## config.mk

```make
export PLATFORM = sky130hd
export DESIGN_NAME = sc_collision_scanner
export DESIGN_NICKNAME = d
export VERILOG_FILES = /design/src/rtl/sc_collision_scanner.sv
export SDC_FILE = /design/constraint.sdc
export NUM_CORES = 1
export LEC_CHECK = 0
export CAP_MARGIN = 20
export CORE_MARGIN = 2
export CORE_UTILIZATION = 44
export CTS_CLUSTER_DIAMETER = 100
export CTS_CLUSTER_SIZE = 20
export DETAILED_ROUTE_END_ITERATION = 7
export GPL_TIMING_DRIVEN = 0
export PLACE_DENSITY = 0.84
export SYNTH_ARGS = -nofsm -noshare
export SYNTH_HDL_FRONTEND = slang
export SYNTH_SLANG_ARGS = --single-unit
export TNS_END_PERCENT = 30
```

## constraint.sdc

```tcl
create_clock -name SC_CollisionScan_CLOCK_50 -period 2.48 [get_ports SC_CollisionScan_CLOCK_50]
set_input_delay 0.496 -clock SC_CollisionScan_CLOCK_50 [delete_from_list [all_inputs] [get_ports SC_CollisionScan_CLOCK_50]]
set_output_delay 0.496 -clock SC_CollisionScan_CLOCK_50 [all_outputs]
set_load 0.02 [all_outputs]
```

## src/rtl/sc_collision_scanner.sv

```systemverilog
// Collision scanner: runs one shared overlap comparator over the car's rows each frame tick.
// Ports: clock/reset, start/clear, car row+mask, playfield read port, comparator buses, status.
module sc_collision_scanner #(
  parameter int DATAWIDTH     = 8,
  parameter int ROWS          = 16,
  parameter int ROWADDR_WIDTH = 4,
  parameter int CAR_HEIGHT    = 4
) (
  input  logic                     SC_CollisionScan_CLOCK_50,
  input  logic                     SC_CollisionScan_RESET_InLow,
  input  logic                     start_InHigh,
  input  logic                     clear_InHigh,
  input  logic [ROWADDR_WIDTH-1:0] car_row_In,
  input  logic [DATAWIDTH-1:0]     car_mask_In,
  output logic [ROWADDR_WIDTH-1:0] row_addr_Out,
  input  logic [DATAWIDTH-1:0]     row_data_In,
  output logic [DATAWIDTH-1:0]     cmp_bus1_Out,
  output logic [DATAWIDTH-1:0]     cmp_bus2_Out,
  input  logic                     cmp_outlow_In,
  output logic                     busy_Out,
  output logic                     done_Out,
  output logic                     collision_Out,
  output logic [ROWADDR_WIDTH-1:0] hit_row_Out
);

  localparam int AW = ROWADDR_WIDTH;
  localparam int DW = DATAWIDTH;
  localparam int CW = ROWADDR_WIDTH + 1;
  localparam logic [CW-1:0] LAST = CW'(CAR_HEIGHT - 1);
  localparam logic [AW-1:0] TOP  = AW'(ROWS - 1);

  typedef enum logic [1:0] {
    IDLE,
    ADDR,
    CMP,
    DONE
  } state_t;

  state_t        state, state_nx;
  logic [AW-1:0] row_addr, row_addr_nx;
  logic [AW-1:0] hit_row, hit_row_nx;
  logic [DW-1:0] car_mask, car_mask_nx;
  logic [CW-1:0] cnt, cnt_nx;
  logic          collision, collision_nx;

  always_ff @(posedge SC_CollisionScan_CLOCK_50) begin
    if (!SC_CollisionScan_RESET_InLow) begin
      state     <= IDLE;
      row_addr  <= '0;
      hit_row   <= '0;
      car_mask  <= '0;
      cnt       <= '0;
      collision <= 1'b0;
    end else begin
      state     <= state_nx;
      row_addr  <= row_addr_nx;
      hit_row   <= hit_row_nx;
      car_mask  <= car_mask_nx;
      cnt       <= cnt_nx;
      collision <= collision_nx;
    end
  end

  always_comb begin
    state_nx     = state;
    row_addr_nx  = row_addr;
    hit_row_nx   = hit_row;
    car_mask_nx  = car_mask;
    cnt_nx       = cnt;
    collision_nx = collision;
    case (state)
      IDLE: begin
        if (start_InHigh) begin
          // row_addr doubles as the car_row snapshot
          row_addr_nx  = car_row_In;
          car_mask_nx  = car_mask_In;
          cnt_nx       = '0;
          collision_nx = 1'b0;
          state_nx     = ADDR;
        end else if (clear_InHigh) begin
          collision_nx = 1'b0;
        end
      end
      ADDR: state_nx = CMP;
      CMP: begin
        if (!cmp_outlow_In) begin
          collision_nx = 1'b1;
          hit_row_nx   = row_addr;
          state_nx     = DONE;
        end else if (cnt == LAST) begin
          state_nx = DONE;
        end else begin
          cnt_nx      = cnt + 1'b1;
          row_addr_nx = (row_addr == TOP) ? '0 : row_addr + 1'b1;
          state_nx    = ADDR;
        end
      end
      DONE:    state_nx = IDLE;
      default: state_nx = IDLE;
    endcase
  end

  // Obstacle bus is zero outside CMP so the comparator idles high.
  assign cmp_bus1_Out  = (state == CMP) ? row_data_In : '0;
  assign cmp_bus2_Out  = car_mask;
  assign row_addr_Out  = row_addr;
  assign busy_Out      = (state != IDLE);
  assign done_Out      = (state == DONE);
  assign collision_Out = collision;
  assign hit_row_Out   = hit_row;

endmodule

```

==> summary.md <==
| Metric | Value |
|---|---|
| Post-synth EDFFs | `0` |
| CP Buf/Inv Count | `2` |
| Synth top area cells | `dfxtp_1 (41%), nand2_1 (9.0%), a21oi_1 (6.0%)` |
| Via density | `5.36` |
| Internal reg-to-reg setup slack | `0.63 ns` |
| Post-route cell area | `1760 um^2` |
| Num rows | `18` |
| Comb power frac | `0.246` |
| Final #Nets | `227` |
| Sum of routed wire length over all layers | `3060 um` |
| Worst Setup SP | `state[0]` |
| Slew HR | `0.575` |
| Hold Crit Start | `cmp_bus2_Out[4]` |
| Status | `complete, no violations` |
| Max-Cap Viols | `0` |
| P_int | `0.601 mW` |
| Port bufs | `50` |
| Clock sink count | `24` |
| Initial antenna violation count | `0` |
| Hpwl dp | `2330 um` |
| Skew-Pair Late Insertion Delay | `0.31 ns` |
| CP Data Arrival Time | `1.89 ns` |
| Largest area contributor in the netlist | `dfxtp_1` |
| Pre-CTS setup slack | `-0.0934 ns` |
| Final Slew Violations | `0` |
| Worst Skew | `0.00827 ns` |
| Final Hold Vio Count | `0` |
| Fillcell total | `208` |
| Placeable Area | `2500 um^2` |
| Post-detailed-route count of antenna-violating nets | `0` |
| Hold-fix buffers, CTS | `0` |
| RSZ-0062 raised after global routing | `false` |
| Syn Inst Count | `145` |
| Sequential share of the synthesized area | `0.410` |
| HP Class | `register to register` |
| Setup WS post-layout | `0.0894 ns` |
| Die Y | `55.6 um` |
| Top Ports | `52` |
| Cell Area, Synth | `1170 um^2` |
| Slew @ Worst Pin | `0.635 ns` |
| Fmax | `418 MHz` |
| Setup_tns | `0 ns` |
| DR iter-0 viols | `21` |
| Net Sw Frac | `0.282` |
| Crit share post-route | `0.964` |
| Reg2reg path depth | `5` |
| First-pass GRT wire length | `5030 um` |
| Hold endpoint | `cmp_bus2_Out[4]` |
| Crit Path Max Fanout | `11` |
| Core Util, Final | `0.704` |
| CP delay by family, top | `buffers and inverters` |
| Fraction of registers with async set/reset | `0` |
| Final GP Congestion | `0.811` |
| Die Area | `3090 um^2` |
| Hold Crit Depth | `2` |
| Worst-path clk slew | `0.13 ns` |
| Worst vdd ir | `418 uV` |
| Worst Path Required | `1.98 ns` |
| Count leader, synth | `nand2_1` |
| Sw Pwr | `0.236 mW` |
| # DRC | `0` |
| Area grow syn2layout | `50.2%` |
| CP cell instances | `nor2b_4, clkbuf_2, and2_1, clkdlybuf4s50_1` |
| TritonCTS clock tree | `yes` |
| Final Setup Violations | `0` |
| Grt ovf | `0` |
| Setup CP Type | `register to primary output` |
| Slowest CP cell | `clkdlybuf4s50_1` |
| Vias in the first global route | `1147` |
| Warning count from the yosys run | `0` |
| Root Buffer | `clkbuf_4` |
| GR Util All Layers | `0.200` |
| RR Startpoint | `cnt[0]` |
| Mean Syn Cell Area | `8.08 um^2` |
| Post-DP Area | `1710 um^2` |
| Flop pwr share | `0.508` |
| Clock Tree Buf Depth | `2` |
| Critical path launch point type | `register` |
| Critical Path Max Stage Delay | `0.62 ns` |
| Ys flop type | `dfxtp_1` |
| Routed vias | `1228` |
| Synthesized flop and latch total | `24` |
| Pwr Density | `476 nW/um^2` |
| Total CTS buffers | `3` |
| Routed WL per cell | `13.4 um` |
| DRT Pass-1 Iters | `4` |
| Element type at the critical path end | `primary output` |
| CTS HTree Levels | `1` |
| Share of layout cells above drive strength 1 | `0.0854` |
| Worst reg2reg path endpoint | `row_addr_Out[0]` |
| Largest net degree at the start of global routing | `14` |
| ANT cells | `0` |
| Synth unique cells | `34` |
| Net count after synthesis | `172` |
| Clock Power Share | `0.246` |
| Post-synth top cells | `nand2_1 (28), dfxtp_1 (24), a21oi_1 (14), and2_1 (9), nor2_1 (9)` |
| LEAKAGE | `0.672 nW` |
| Initial Util | `0.468` |
| Top-area cell type share of the netlist area | `0.410` |
| Die Wd | `55.6 um` |
| Post-layout minimum cycle time | `2.39 ns` |
-- worst register-to-register path: stages (launching register included) --
cell and delay (ns):
dfxtp_1 0.42, ha_1 0.26, or4b_4 0.51, a31oi_4 0.32
a211oi_1 0.11, nor3b_2 0.17
-- state kept, by name, summed over array words and instances (netlist names) --
name and count:
cmp_bus2_Out 8, cnt 5, hit_row_Out 4, row_addr_Out 4, state 2, collision_Out 1
-- worst max path at each step --
stage	slack (ns)	to	cells after the start
6_report	0.09	cmp_bus1_Out[0]	4
5_1_grt	0.002	cmp_bus1_Out[0]	4
4_1_cts	0.1	cmp_bus1_Out[0]	4
3_5_place_dp	-0.09	cmp_bus1_Out[0]	5
3_3_place_gp	-0.06	cmp_bus1_Out[5]	5
2_1_floorplan	0.66	cmp_bus1_Out[0]	4
-- per-stage QoR --
stage | instances | total power [mW] | hold slack (ns)
finish | 229 | 0.837 | 0.468
global route | 229 | 0.875 | 0.485
CTS | 229 | 0.840 | 0.467
detailed placement | 225 | 0.637 | 0.449
global placement | 225 | 0.630 | 0.441
floorplan | 145 | 0.534 | 0.463
-- cell usage in the layout (no fill, tap or decap), types with 2 or more instances in the layout --
| cell | instances |
|---|---|
| buf_4 | 2 |
| a21oi_1 | 14 |
| nor2b_1 | 4 |
| o21ai_0 | 7 |
| a31oi_1 | 2 |
| nor3b_2 | 2 |
| nand3_1 | 2 |
| o22ai_1 | 2 |
| and2_1 | 9 |
| ha_1 | 2 |
| clkbuf_4 | 3 |
| a21boi_0 | 7 |
| dfxtp_1 | 24 |
| o21ai_1 | 3 |
| nand2_1 | 28 |
| clkbuf_1 | 4 |
| nor3_1 | 2 |
| clkdlybuf4s50_1 | 48 |
| inv_1 | 2 |
| nand4_1 | 2 |
| a311oi_1 | 2 |
| nor2_1 | 9 |
-- final cells by class --
class / count / area (um^2) / area share
repair buffers: 51 / 509 / 0.289
clock buffers: 4 / 36.3 / 0.0206
multi-input cells: 111 / 656 / 0.373
well taps: 30 / 37.5 / 0.0213
flip-flops and latches: 24 / 480 / 0.273
plain buffers: 7 / 32.5 / 0.0185
inverters: 2 / 7.51 / 0.00427
-- power groups by stage --
stage / sequential, mW / combinational, mW / clock [mW]
finish: 0.425 / 0.206 / 0.206
global route: 0.429 / 0.222 / 0.225
CTS: 0.425 / 0.207 / 0.208
detailed placement: 0.430 / 0.207 / 0
global placement: 0.429 / 0.201 / 0
floorplan: 0.446 / 0.0881 / 0
-- cell families (layout without fill, tap and decap cells) --
group | count (synthesis) | count (layout) | share of synthesized area
simple gates | 67 | 67 | 0.300
compound gates | 41 | 41 | 0.222
flops | 24 | 24 | 0.410
buf+inv | 10 | 64 | 0.0363
fa+ha+maj | 2 | 2 | 0.0214
mux | 1 | 1 | 0.00961
-- metal layers --
| layer | up-vias | share of wire | global-route usage |
|---|---|---|---|
| met2 | 51 | 0.48 | 0.357 |
| met3 | 5 | 0.064 | 0.0465 |
| li1 | 610 | - | - |
| met5 | - | 0 | 0 |
| met4 | 0 | 0.011 | 0.0592 |
| met1 | 562 | 0.44 | 0.238 |
-- timing repair --
action                     in CTS  in global routing
pin swaps                       0                  0
buffers inserted                1                  0
gates cloned                    0                  0
setup endpoints to repair       8                  1
resized for setup               4                  1
Power figures use the tool's default switching activity.
